## src/rtl/plc_pkg.sv

```systemverilog
// -----------------------------------------------------------------------------
// plc_pkg
// Shared definitions for the multi-mode pump controller:
//   - controller state encoding (localparams plus the enum built on them)
//   - level-zone encoding for the one-hot {H, M, L} zone register
//   - small helpers that classify states
// No ports; imported by multi_mode_pump_plc and plc_watchdog.
// -----------------------------------------------------------------------------
package plc_pkg;

  // Controller state encoding.
  localparam int STATE_W = 3;

  localparam logic [STATE_W-1:0] ST_FILL          = 3'd0;
  localparam logic [STATE_W-1:0] ST_DRAIN         = 3'd1;
  localparam logic [STATE_W-1:0] ST_DEAD_TO_DRAIN = 3'd2;
  localparam logic [STATE_W-1:0] ST_DEAD_TO_FILL  = 3'd3;
  localparam logic [STATE_W-1:0] ST_FAULT         = 3'd4;

  typedef enum logic [STATE_W-1:0] {
    FILL          = ST_FILL,
    DRAIN         = ST_DRAIN,
    DEAD_TO_DRAIN = ST_DEAD_TO_DRAIN,
    DEAD_TO_FILL  = ST_DEAD_TO_FILL,
    FAULT         = ST_FAULT
  } plc_state_e;

  // Level-zone encoding, bit order {H, M, L}.
  localparam int ZONE_W = 3;

  localparam logic [ZONE_W-1:0] ZONE_L = 3'b001;
  localparam logic [ZONE_W-1:0] ZONE_M = 3'b010;
  localparam logic [ZONE_W-1:0] ZONE_H = 3'b100;

  // Both-pumps-off dwell states.
  function automatic logic is_dead(input plc_state_e s);
    return (s == DEAD_TO_DRAIN) || (s == DEAD_TO_FILL);
  endfunction

  // States in which a pump runs and run_cnt advances.
  function automatic logic is_running(input plc_state_e s);
    return (s == FILL) || (s == DRAIN);
  endfunction

endpackage

```

## src/rtl/plc_watchdog.sv

```systemverilog
// -----------------------------------------------------------------------------
// plc_watchdog
// Counts cycles since the last kick. Reports expiry once WDOG_CYC cycles have
// passed without a kick. A kick in the expiry cycle wins, so expired is never
// raised in a cycle that carries a kick.
//
// Ports
//   CLK100MHZ  in   clock, rising edge
//   rst        in   synchronous active-high reset (counter cleared)
//   kick       in   restart the interval (a valid level sample)
//   expired    out  combinational: interval elapsed and no kick this cycle
// -----------------------------------------------------------------------------
module plc_watchdog
  import plc_pkg::*;
#(
  parameter int WDOG_CYC = 1024
) (
  input  logic CLK100MHZ,
  input  logic rst,
  input  logic kick,
  output logic expired
);

  localparam int CNT_W = (WDOG_CYC > 1) ? $clog2(WDOG_CYC) : 1;
  localparam logic [CNT_W-1:0] CNT_LAST = CNT_W'(WDOG_CYC - 1);
  localparam logic [CNT_W-1:0] CNT_ONE  = CNT_W'(1);

  logic [CNT_W-1:0] cnt_q, cnt_d;

  // After the last kick the counter climbs to WDOG_CYC-1 and parks there;
  // the next kick-free edge is the WDOG_CYC-th and trips the fault.
  always_comb begin
    cnt_d = cnt_q;
    if (kick) begin
      cnt_d = '0;
    end else if (cnt_q != CNT_LAST) begin
      cnt_d = cnt_q + CNT_ONE;
    end
  end

  always_ff @(posedge CLK100MHZ) begin
    if (rst) begin
      cnt_q <= '0;
    end else begin
      cnt_q <= cnt_d;
    end
  end

  assign expired = !kick && (cnt_q == CNT_LAST);

endmodule

```

## src/rtl/multi_mode_pump_plc.sv

```systemverilog
// -----------------------------------------------------------------------------
// multi_mode_pump_plc
// Tank level controller driving a fill pump and a drain pump with hysteresis,
// a minimum drain run time, a both-off dead time on every direction change,
// sample plausibility checking and a sample watchdog.
//
// Handshake: water_lvl is taken only in a cycle with lvl_valid=1; there is no
// back-pressure. A valid sample above LVL_MAX is not stored and forces FAULT.
// All control decisions use the stored sample lvl_q, so a sample accepted at
// edge k first influences state and pump outputs at edge k+1.
//
// Legal parameters: LOW_TH < MID_TH < HIGH_TH <= LVL_MAX < 2**LVL_W,
// DEAD_CYC >= 1.
//
// Ports
//   CLK100MHZ            in   clock, rising edge
//   rst                  in   synchronous active-high reset
//   water_lvl[LVL_W]     in   level sample
//   lvl_valid            in   water_lvl valid this cycle
//   fault_clr            in   fault acknowledge (only honoured in FAULT)
//   pump1_ctrl           out  fill pump
//   pump2_ctrl           out  drain pump
//   L / M / H            out  one-hot level zone of lvl_q
//   water_trend          out  1 = filling, 0 = draining
//   fault                out  controller in FAULT
//   water_lvl_indicator  out  last accepted sample (lvl_q)
// -----------------------------------------------------------------------------
module multi_mode_pump_plc
  import plc_pkg::*;
#(
  parameter int LVL_W    = 8,
  parameter int LOW_TH   = 20,
  parameter int MID_TH   = 50,
  parameter int HIGH_TH  = 90,
  parameter int LVL_MAX  = 100,
  parameter int DEAD_CYC = 4,
  parameter int MIN_RUN  = 16,
  parameter int WDOG_CYC = 1024
) (
  input  logic             CLK100MHZ,
  input  logic             rst,
  input  logic [LVL_W-1:0] water_lvl,
  input  logic             lvl_valid,
  input  logic             fault_clr,
  output logic             pump1_ctrl,
  output logic             pump2_ctrl,
  output logic             L,
  output logic             M,
  output logic             H,
  output logic             water_trend,
  output logic             fault,
  output logic [LVL_W-1:0] water_lvl_indicator
);

  // Thresholds at sample width so every comparison is unsigned LVL_W bits.
  localparam logic [LVL_W-1:0] LOW_V  = LVL_W'(LOW_TH);
  localparam logic [LVL_W-1:0] MID_V  = LVL_W'(MID_TH);
  localparam logic [LVL_W-1:0] HIGH_V = LVL_W'(HIGH_TH);
  localparam logic [LVL_W-1:0] MAX_V  = LVL_W'(LVL_MAX);

  localparam int DEAD_W = $clog2(DEAD_CYC + 1);
  localparam int RUN_W  = (MIN_RUN > 0) ? $clog2(MIN_RUN + 1) : 1;

  localparam logic [DEAD_W-1:0] DEAD_LAST = DEAD_W'(DEAD_CYC - 1);
  localparam logic [DEAD_W-1:0] DEAD_ONE  = DEAD_W'(1);
  localparam logic [RUN_W-1:0]  RUN_SAT   = RUN_W'(MIN_RUN);
  localparam logic [RUN_W-1:0]  RUN_ONE   = RUN_W'(1);

  plc_state_e        state_q, state_d;
  logic [DEAD_W-1:0] dead_cnt_q, dead_cnt_d;
  logic [RUN_W-1:0]  run_cnt_q, run_cnt_d;
  logic [LVL_W-1:0]  lvl_q, lvl_d;
  logic [ZONE_W-1:0] zone_q, zone_d;
  logic              pump1_q, pump1_d;
  logic              pump2_q, pump2_d;
  logic              fault_q, fault_d;
  logic              trend_q, trend_d;

  logic wdog_expired;
  logic sample_bad;
  logic fault_ev;
  logic dead_done;
  logic run_done;
  logic low_hit;

  plc_watchdog #(
    .WDOG_CYC (WDOG_CYC)
  ) u_wdog (
    .CLK100MHZ (CLK100MHZ),
    .rst       (rst),
    .kick      (lvl_valid),
    .expired   (wdog_expired)
  );

  assign sample_bad = lvl_valid && (water_lvl > MAX_V);
  assign fault_ev   = sample_bad || wdog_expired;
  assign dead_done  = (dead_cnt_q == DEAD_LAST);
  assign run_done   = (run_cnt_q >= RUN_SAT);
  // An empty tank must start refilling without waiting out MIN_RUN.
  assign low_hit    = (lvl_q <= LOW_V) && (run_done || (lvl_q == '0));

  // ---------------------------------------------------------------------------
  // Next-state logic. Fault entry overrides every other transition.
  // ---------------------------------------------------------------------------
  always_comb begin
    state_d = state_q;
    if (fault_ev) begin
      state_d = FAULT;
    end else begin
      case (state_q)
        FILL: begin
          // Overflow safety: reverse immediately, no minimum run time.
          if (lvl_q >= HIGH_V) state_d = DEAD_TO_DRAIN;
        end
        DRAIN: begin
          if (low_hit) state_d = DEAD_TO_FILL;
        end
        DEAD_TO_DRAIN: begin
          if (dead_done) state_d = DRAIN;
        end
        DEAD_TO_FILL: begin
          if (dead_done) state_d = FILL;
        end
        FAULT: begin
          // fault_ev is already false here, so the watchdog is not expired.
          if (fault_clr) state_d = DEAD_TO_FILL;
        end
        default: state_d = FAULT;
      endcase
    end
  end

  // ---------------------------------------------------------------------------
  // Counters. Both restart from 0 on any state change, so entering a dead
  // state or a running state always begins a fresh count.
  // ---------------------------------------------------------------------------
  always_comb begin
    dead_cnt_d = '0;
    if ((state_d == state_q) && is_dead(state_q)) begin
      dead_cnt_d = dead_cnt_q + DEAD_ONE;
    end
  end

  always_comb begin
    run_cnt_d = '0;
    if ((state_d == state_q) && is_running(state_q)) begin
      run_cnt_d = run_done ? run_cnt_q : (run_cnt_q + RUN_ONE);
    end
  end

  // ---------------------------------------------------------------------------
  // Sample register and zone decode.
  // ---------------------------------------------------------------------------
  always_comb begin
    lvl_d = lvl_q;
    if (lvl_valid && !sample_bad) begin
      lvl_d = water_lvl;
    end
  end

  always_comb begin
    zone_d = ZONE_L;
    if (lvl_q >= HIGH_V) begin
      zone_d = ZONE_H;
    end else if (lvl_q >= MID_V) begin
      zone_d = ZONE_M;
    end
  end

  // ---------------------------------------------------------------------------
  // Outputs registered from the next state so they change at the same edge
  // as the state itself.
  // ---------------------------------------------------------------------------
  always_comb begin
    pump1_d = (state_d == FILL);
    pump2_d = (state_d == DRAIN);
    fault_d = (state_d == FAULT);
    trend_d = trend_q;
    case (state_d)
      FILL, DEAD_TO_FILL:   trend_d = 1'b1;
      DRAIN, DEAD_TO_DRAIN: trend_d = 1'b0;
      default:              trend_d = trend_q;
    endcase
  end

  always_ff @(posedge CLK100MHZ) begin
    if (rst) begin
      state_q    <= DEAD_TO_FILL;
      dead_cnt_q <= '0;
      run_cnt_q  <= '0;
      lvl_q      <= '0;
      zone_q     <= ZONE_L;
      pump1_q    <= 1'b0;
      pump2_q    <= 1'b0;
      fault_q    <= 1'b0;
      trend_q    <= 1'b1;
    end else begin
      state_q    <= state_d;
      dead_cnt_q <= dead_cnt_d;
      run_cnt_q  <= run_cnt_d;
      lvl_q      <= lvl_d;
      zone_q     <= zone_d;
      pump1_q    <= pump1_d;
      pump2_q    <= pump2_d;
      fault_q    <= fault_d;
      trend_q    <= trend_d;
    end
  end

  assign pump1_ctrl          = pump1_q;
  assign pump2_ctrl          = pump2_q;
  assign L                   = zone_q[0];
  assign M                   = zone_q[1];
  assign H                   = zone_q[2];
  assign water_trend         = trend_q;
  assign fault               = fault_q;
  assign water_lvl_indicator = lvl_q;

endmodule

```

## config.mk

```make
export PLATFORM = sky130hd
export DESIGN_NAME = multi_mode_pump_plc
export DESIGN_NICKNAME = d
export VERILOG_FILES = /design/src/rtl/plc_pkg.sv /design/src/rtl/plc_watchdog.sv /design/src/rtl/multi_mode_pump_plc.sv
export SDC_FILE = /design/constraint.sdc
export NUM_CORES = 1
export LEC_CHECK = 0
export ABC_AREA = 1
export ABC_CLOCK_PERIOD_IN_PS = 2100
export CORE_MARGIN = 2
export CORE_UTILIZATION = 30
export DETAILED_ROUTE_END_ITERATION = 6
export GPL_ROUTABILITY_DRIVEN = 0
export GPL_TIMING_DRIVEN = 0
export PLACE_DENSITY = 0.5
export REMOVE_ABC_BUFFERS = 1
export SLEW_MARGIN = 10
export SYNTH_ARGS = -nofsm -noshare
export SYNTH_HDL_FRONTEND = slang
export SYNTH_SLANG_ARGS = --single-unit
```

## constraint.sdc

```tcl
create_clock -name CLK100MHZ -period 2.1 [get_ports CLK100MHZ]
set_input_delay 0.525 -clock CLK100MHZ [delete_from_list [all_inputs] [get_ports CLK100MHZ]]
set_output_delay 0.525 -clock CLK100MHZ [all_outputs]
set_load 0.05 [all_outputs]
```

==> results of run 1 <==
routing by layer:
metal / up-vias / wire, um / share of wire, % / GRT usage [%]
met5: - / 0 / 0 / 0
met4: 0 / 81 / 2.4 / 6.964
met3: 7 / 214 / 6.4 / 3.953
met2: 38 / 1328 / 40 / 16.72
met1: 594 / 1720 / 51 / 16.42
li1: 769 / - / - / -
logic make-up (layout without fill, tap and decap cells):
logic type / Yosys count / after routing / synth area share (%)
xor gates and xnor gates: 4 / 4 / 2.146
AOI/OAI and AO/OA: 35 / 35 / 11.11
buffers and inverters: 33 / 63 / 7.662
adders and majority gates: 5 / 5 / 3.831
DFF: 36 / 36 / 44.14
and+or+nand+nor: 107 / 107 / 31.11
power breakdown:
part | total [W] | leakage (nW) | internal (W) | switching [W]
clock network | 0.000504 | 0.0510 | 0.000262 | 0.000242
logic | 0.000245 | 0.551 | 0.0000879 | 0.000157
registers | 0.000735 | 0.294 | 0.000710 | 0.0000249
total | 0.00148 | 0.896 | 0.00106 | 0.000424
what timing repair did:
action	4_1_cts	5_1_grt
setup endpoints to repair	0	7
setup buffers	0	0
hold buffers	0	0
resized for setup	0	7
cells in the mapped netlist, types with 2 or more instances:
master	instances	area (um2)
nor3_1	7	35.03
ha_1	5	62.56
xor2_1	3	26.28
o21ai_1	2	10.01
clkbuf_1	3	11.26
inv_1	28	105.1
nand2_4	2	22.52
nand2_2	6	37.54
dfxtp_1	36	720.7
a21oi_1	12	60.06
nor2_1	31	116.4
nand3_1	15	75.07
nand2_1	35	131.4
o21ai_0	18	90.09
nand4_1	4	25.02
per-stage QoR:
stage,hold WS (ns),TNS [ns],instance area (um2),worst slack (ns)
final,0.4301,0,2083,0.08796
after global routing,0.4673,-0.0005409,2083,-0.0005409
after CTS,0.4303,0,2057,0.007395
after detailed placement,0.4199,-1.222,1964,-0.2530
after global placement,0.4145,-1.352,1964,-0.2656
after floorplan,0.3992,0,1617,0.4029
path summary, 6_finish.rpt:
| path | start | endpoint | slack, ns | cells after the start |
|---|---|---|---|---|
| setup / recovery | water_lvl_indicator[2] | water_lvl_indicator[2] | 0.09 | 1 |
| hold reg to reg | dead_cnt_q[0] | dead_cnt_q[0] | 0.43 | 1 |
| hold / removal | dead_cnt_q[0] | dead_cnt_q[0] | 0.43 | 1 |
| setup reg to reg | u_wdog.cnt_q[0] | run_cnt_q[1] | 0.28 | 11 |
cell type report:
class / instances / area [um2] / area share (%)
timing repair buffer: 26 / 267.8 / 12.85
inverter: 29 / 108.9 / 5.225
clock inverter: 2 / 10.01 / 0.4805
sequential: 36 / 720.7 / 34.59
tap: 70 / 87.58 / 4.204
clock buffer: 6 / 82.58 / 3.964
multi-input combinational: 151 / 805.8 / 38.68
flip-flops by register name, summed over array words and instances, names as in the netlist:
register,cells
pump2_ctrl,1
dead_cnt_q,3
run_cnt_q,5
fault,1
pump1_ctrl,1
water_lvl_indicator,8
u_wdog.cnt_q,10
state_q,3
zone_q,3
water_trend,1
==> metrics, run 1 <==
status finished clean; Final Net Count 266; Routed WL 3344 um; die area 6049 um2; Max-Cap Viols 0; clock latency on the worst-skew pair 0.29 ns; row count 26; Worst Path Arrival 1.49 ns; crit path kind register to output port; initial drt markers 80; I/O pins 27; DRC viols 0; Synth Cell Area 1633 um2; most frequent cells in the layout 36 x dfxtp_1, 35 x nand2_1, 29 x nor2_1; Root Buffer clkbuf_8; Post-synth EDFFs 0; Async SR Flop Fraction 0%; layout cells sized above 1 9.200%; Filler cells 547; CTS buffer count 5; Synth Flop Type dfxtp_1; #FFs+latches synth 36; Sink Count 36; Synth cell types 28; P&R area growth vs syn 27.59%; non-filler cells, final 320; warnings from Yosys 0; drt wl/cell 10.45 um; placed instance count 312; Max transition margin 65.45%; die height 77.78 um; crit path max fanout 4; largest net degree at the start of global routing 15; Avg Cell Area, Syn 7.422 um2; vias 1408; final setup vio count 0; core area 5172 um2; Post-Syn Instances 220; Worst-Margin Slew 0.5166 ns; first-pass GRT wire length 5796 um; Vias/cell 4.400; most common cell after layout, fill and taps aside dfxtp_1; maximum VDD drop 0.0002939 V; crit share post-route 95.81%; initial core utilization 31.57%; Top Family by Delay on Critical Path buffers and inverters; clk_skew 0.007620 ns; drt pass-1 iters 4; fmax 0.4970 GHz; ANT cells 0; Max stage delay cell, worst path clkdlybuf4s50_1; Pleak 0.8960 nW; CP max stage delay 0.82 ns; Finished Core Util 40.28%; clock buffer depth 2; Port Buffers 26; worst endpoint required time 1.57 ns; fin crit period 2.012 ns; count of final max-slew check failures 0; H-tree depth 2; CTS tree built; DRT antenna net count 0; RSZ-0062 raised after global routing true; total routing usage reported by global routing 12.15%; Worst setup SP type register; final hold violation count 0; CP bufs+invs 1; cells along the critical path clkdlybuf4s50_1; Total Power 0.001484 W; total congestion overflow 0; Min-Delay Path Class register to register; vias in the first global route 1259; DP HPWL 2468 um; initial antenna violation count 0; pwr/cell area 712.3 nW/um2; Die Wd 77.78 um; critical path capture point type output port; sequential share of the synthesized area 44.14%; Reg clk slew, reported paths 0.07 ns
No activity file was read; power rests on OpenSTA's default activity.
==> run 2, diff against run 1 <==
--- a/config.mk
+++ b/config.mk
@@ -9,6 +9,7 @@
 export ABC_CLOCK_PERIOD_IN_PS = 2100
 export CORE_MARGIN = 2
 export CORE_UTILIZATION = 30
+export CTS_CLUSTER_DIAMETER = 120
 export DETAILED_ROUTE_END_ITERATION = 6
 export GPL_ROUTABILITY_DRIVEN = 0
 export GPL_TIMING_DRIVEN = 0
==> results of run 2 <==
Final layout, timing and power as in run 1 (identical DEF).
==> run 3, diff against run 2 <==
--- a/config.mk
+++ b/config.mk
@@ -7,13 +7,16 @@
 export LEC_CHECK = 0
 export ABC_AREA = 1
 export ABC_CLOCK_PERIOD_IN_PS = 2100
+export CELL_PAD_IN_SITES_DETAIL_PLACEMENT = 2
+export CELL_PAD_IN_SITES_GLOBAL_PLACEMENT = 2
+export CORE_ASPECT_RATIO = 1.75
 export CORE_MARGIN = 2
-export CORE_UTILIZATION = 30
+export CORE_UTILIZATION = 29
 export CTS_CLUSTER_DIAMETER = 120
 export DETAILED_ROUTE_END_ITERATION = 6
 export GPL_ROUTABILITY_DRIVEN = 0
 export GPL_TIMING_DRIVEN = 0
-export PLACE_DENSITY = 0.5
+export PLACE_DENSITY = 0.77
 export REMOVE_ABC_BUFFERS = 1
 export SLEW_MARGIN = 10
 export SYNTH_ARGS = -nofsm -noshare
==> run 3 against run 2 <==
  * Clock skew fell by 0.0013 ns
  * Sequential power barely moved
  * Clock power rose by 18%
  * Sequential share of layout area fell by 0.29 points
==> metrics, run 3 (synthesized netlist as in run 1, its figures left out) <==
status finished clean; count of final max-slew check failures 0 (unchanged); layout cells sized above 1 8.400% (-0.80 points); Max transition margin 65.22% (-0.23 points); Final Net Count 266 (unchanged); Filler cells 683 (+25%); final setup vio count 0 (unchanged); Largest register FFs 10 (unchanged); Switching Power 0.0004326 W (+2.0%); total routing usage reported by global routing 15.51% (+3.4 points); I/O pins 27 (unchanged); Die Wd 60.72 um (-22%); drt pass-1 iters 3 (-1); Worst Path Arrival 1.50 ns (about the same); first-pass GRT wire length 7431 um (+28%); sw frac 27.32% (-1.3 points); Max stage delay cell, worst path clkdlybuf4s50_1; drt wl/cell 12.97 um (+24%); Worst setup SP type register; initial drt markers 38 (-53%); Detail Route met3 WL 106 um (-50%); clock latency on the worst-skew pair 0.28 ns (about the same); Routed WL 4227 um (+26%); Clk pwr share 37.6% (+3.7 points); Pleak 0.8909 nW (-0.57%); maximum VDD drop 0.0004047 V (+38%); die height 103.3 um (+33%); DRC viols 0 (unchanged); DP HPWL 3292 um (+33%); Min-Delay Path Class register to register; cells along the critical path clkdlybuf4s50_1; sequential share of power 46.5% (-3.0 points); P_int 0.001151 W (+8.6%); Finished Core Util 38.23% (-2.0 points); vias in the first global route 1675 (+33%); Vias/cell 4.675 (+6.2%); Worst-Margin Slew 0.5208 ns (+0.004228 ns); CTS buffer count 5 (unchanged); most common cell after layout, fill and taps aside dfxtp_1; DRT antenna net count 0 (unchanged); initial core utilization 29.71% (-1.9 points); max layer used met4; CTS tree built; hold-critical path depth 1 (unchanged); initial antenna violation count 0 (unchanged); fin crit period 2.027 ns (+0.01534 ns); critical path capture point type output port; met2 WL post-DR 2487 um (+87%); Top reg by flops u_wdog.cnt_q; worst endpoint required time 1.57 ns (about the same); die area 6270 um2 (+3.7%); met1 WL 1581 um (-8.1%); Max-Cap Viols 0 (unchanged); Total Power 0.001584 W (+6.7%); crit path kind register to output port; final hold violation count 0 (unchanged); most frequent cells in the layout 36 x dfxtp_1, 35 x nand2_1, 30 x nor2_1; Top Family by Delay on Critical Path buffers and inverters; clk_skew 0.006337 ns (-0.001284 ns); Root Buffer clkbuf_8; fmax 0.4932 GHz (-0.76%); # Post-CTS Setup Buffers 0 (unchanged); RSZ-0062 raised after global routing false; total congestion overflow 0 (unchanged); CP bufs+invs 1 (unchanged); H-tree depth 2 (unchanged); clock buffer depth 2 (unchanged); Sink Count 36 (unchanged); Port Buffers 26 (unchanged); crit path max fanout 4 (unchanged); core area 5495 um2 (+6.2%); CP max stage delay 0.83 ns (about the same); path depth of the worst reg2reg path 11 (unchanged); pwr/cell area 753.8 nW/um2 (+5.8%); largest net degree at the start of global routing 15 (unchanged); crit share post-route 96.54% (+0.73 points); row count 36 (+38%); Crit. path cell count 1 (unchanged); ANT cells 0 (unchanged); Reg clk slew, reported paths 0.07 ns (about the same); P&R area growth vs syn 28.66%; Gate power share 15.9% (-0.6 points); vias 1524 (+8.2%)
## run 3: through the flow
stage	std cells	area, um2	setup slack, ns	setup TNS, ns	hold slack (ns)
after CTS	326	2079	0.0008377	0	0.4360
after global routing	326	2101	0.003792	0	0.4555
after floorplan	216	1617	0.4029	0	0.3992
after detailed placement	318	1972	-0.2768	-1.525	0.4207
after global placement	318	1972	-0.2433	-1.272	0.4149
final	326	2101	0.07263	0	0.4261
## run 3: metal layers
| metal | up-vias | GRT usage, % |
|---|---|---|
| met3 | 5 | 3.731 |
| met1 | 734 | 15.70 |
| li1 | 765 | - |
| met5 | - | 0 |
| met4 | 0 | 4.013 |
| met2 | 20 | 30.27 |
## run 3: cell type report
type                       count  area (um2)  share of cell area, %
clock buffer                   6       72.57                  3.454
clock inverter                 2       35.03                  1.668
inverter                      29       108.9                  5.182
multi-input combinational    151       803.3                  38.24
sequential                    36       720.7                  34.31
tap                           76       95.09                  4.527
timing repair buffer          26       265.3                  12.63
## run 3: what timing repair did
item | in CTS | in global routing
endpoints found under the hold margin | 0 | 0
hold buffers | 0 | 0
resized for setup | 0 | 5
setup endpoints to repair | 0 | 7
## run 3: power groups by stage
stage	Clock, W	Combinational, W	Sequential (W)
after global routing	0.000647	0.000279	0.000741
after CTS	0.000618	0.000254	0.000738
final	0.000595	0.000252	0.000736
after global placement	0	0.000245	0.000752
after floorplan	0	0.0000976	0.000807
after detailed placement	0	0.000252	0.000753
## run 3: worst paths after layout
| kind | from | end | slack, ns |
|---|---|---|---|
| max | water_lvl_indicator[2] | water_lvl_indicator[2] | 0.07 |
| min | dead_cnt_q[0] | dead_cnt_q[0] | 0.43 |
| max reg2reg | u_wdog.cnt_q[0] | run_cnt_q[3] | 0.26 |
| min reg2reg | dead_cnt_q[0] | dead_cnt_q[0] | 0.43 |
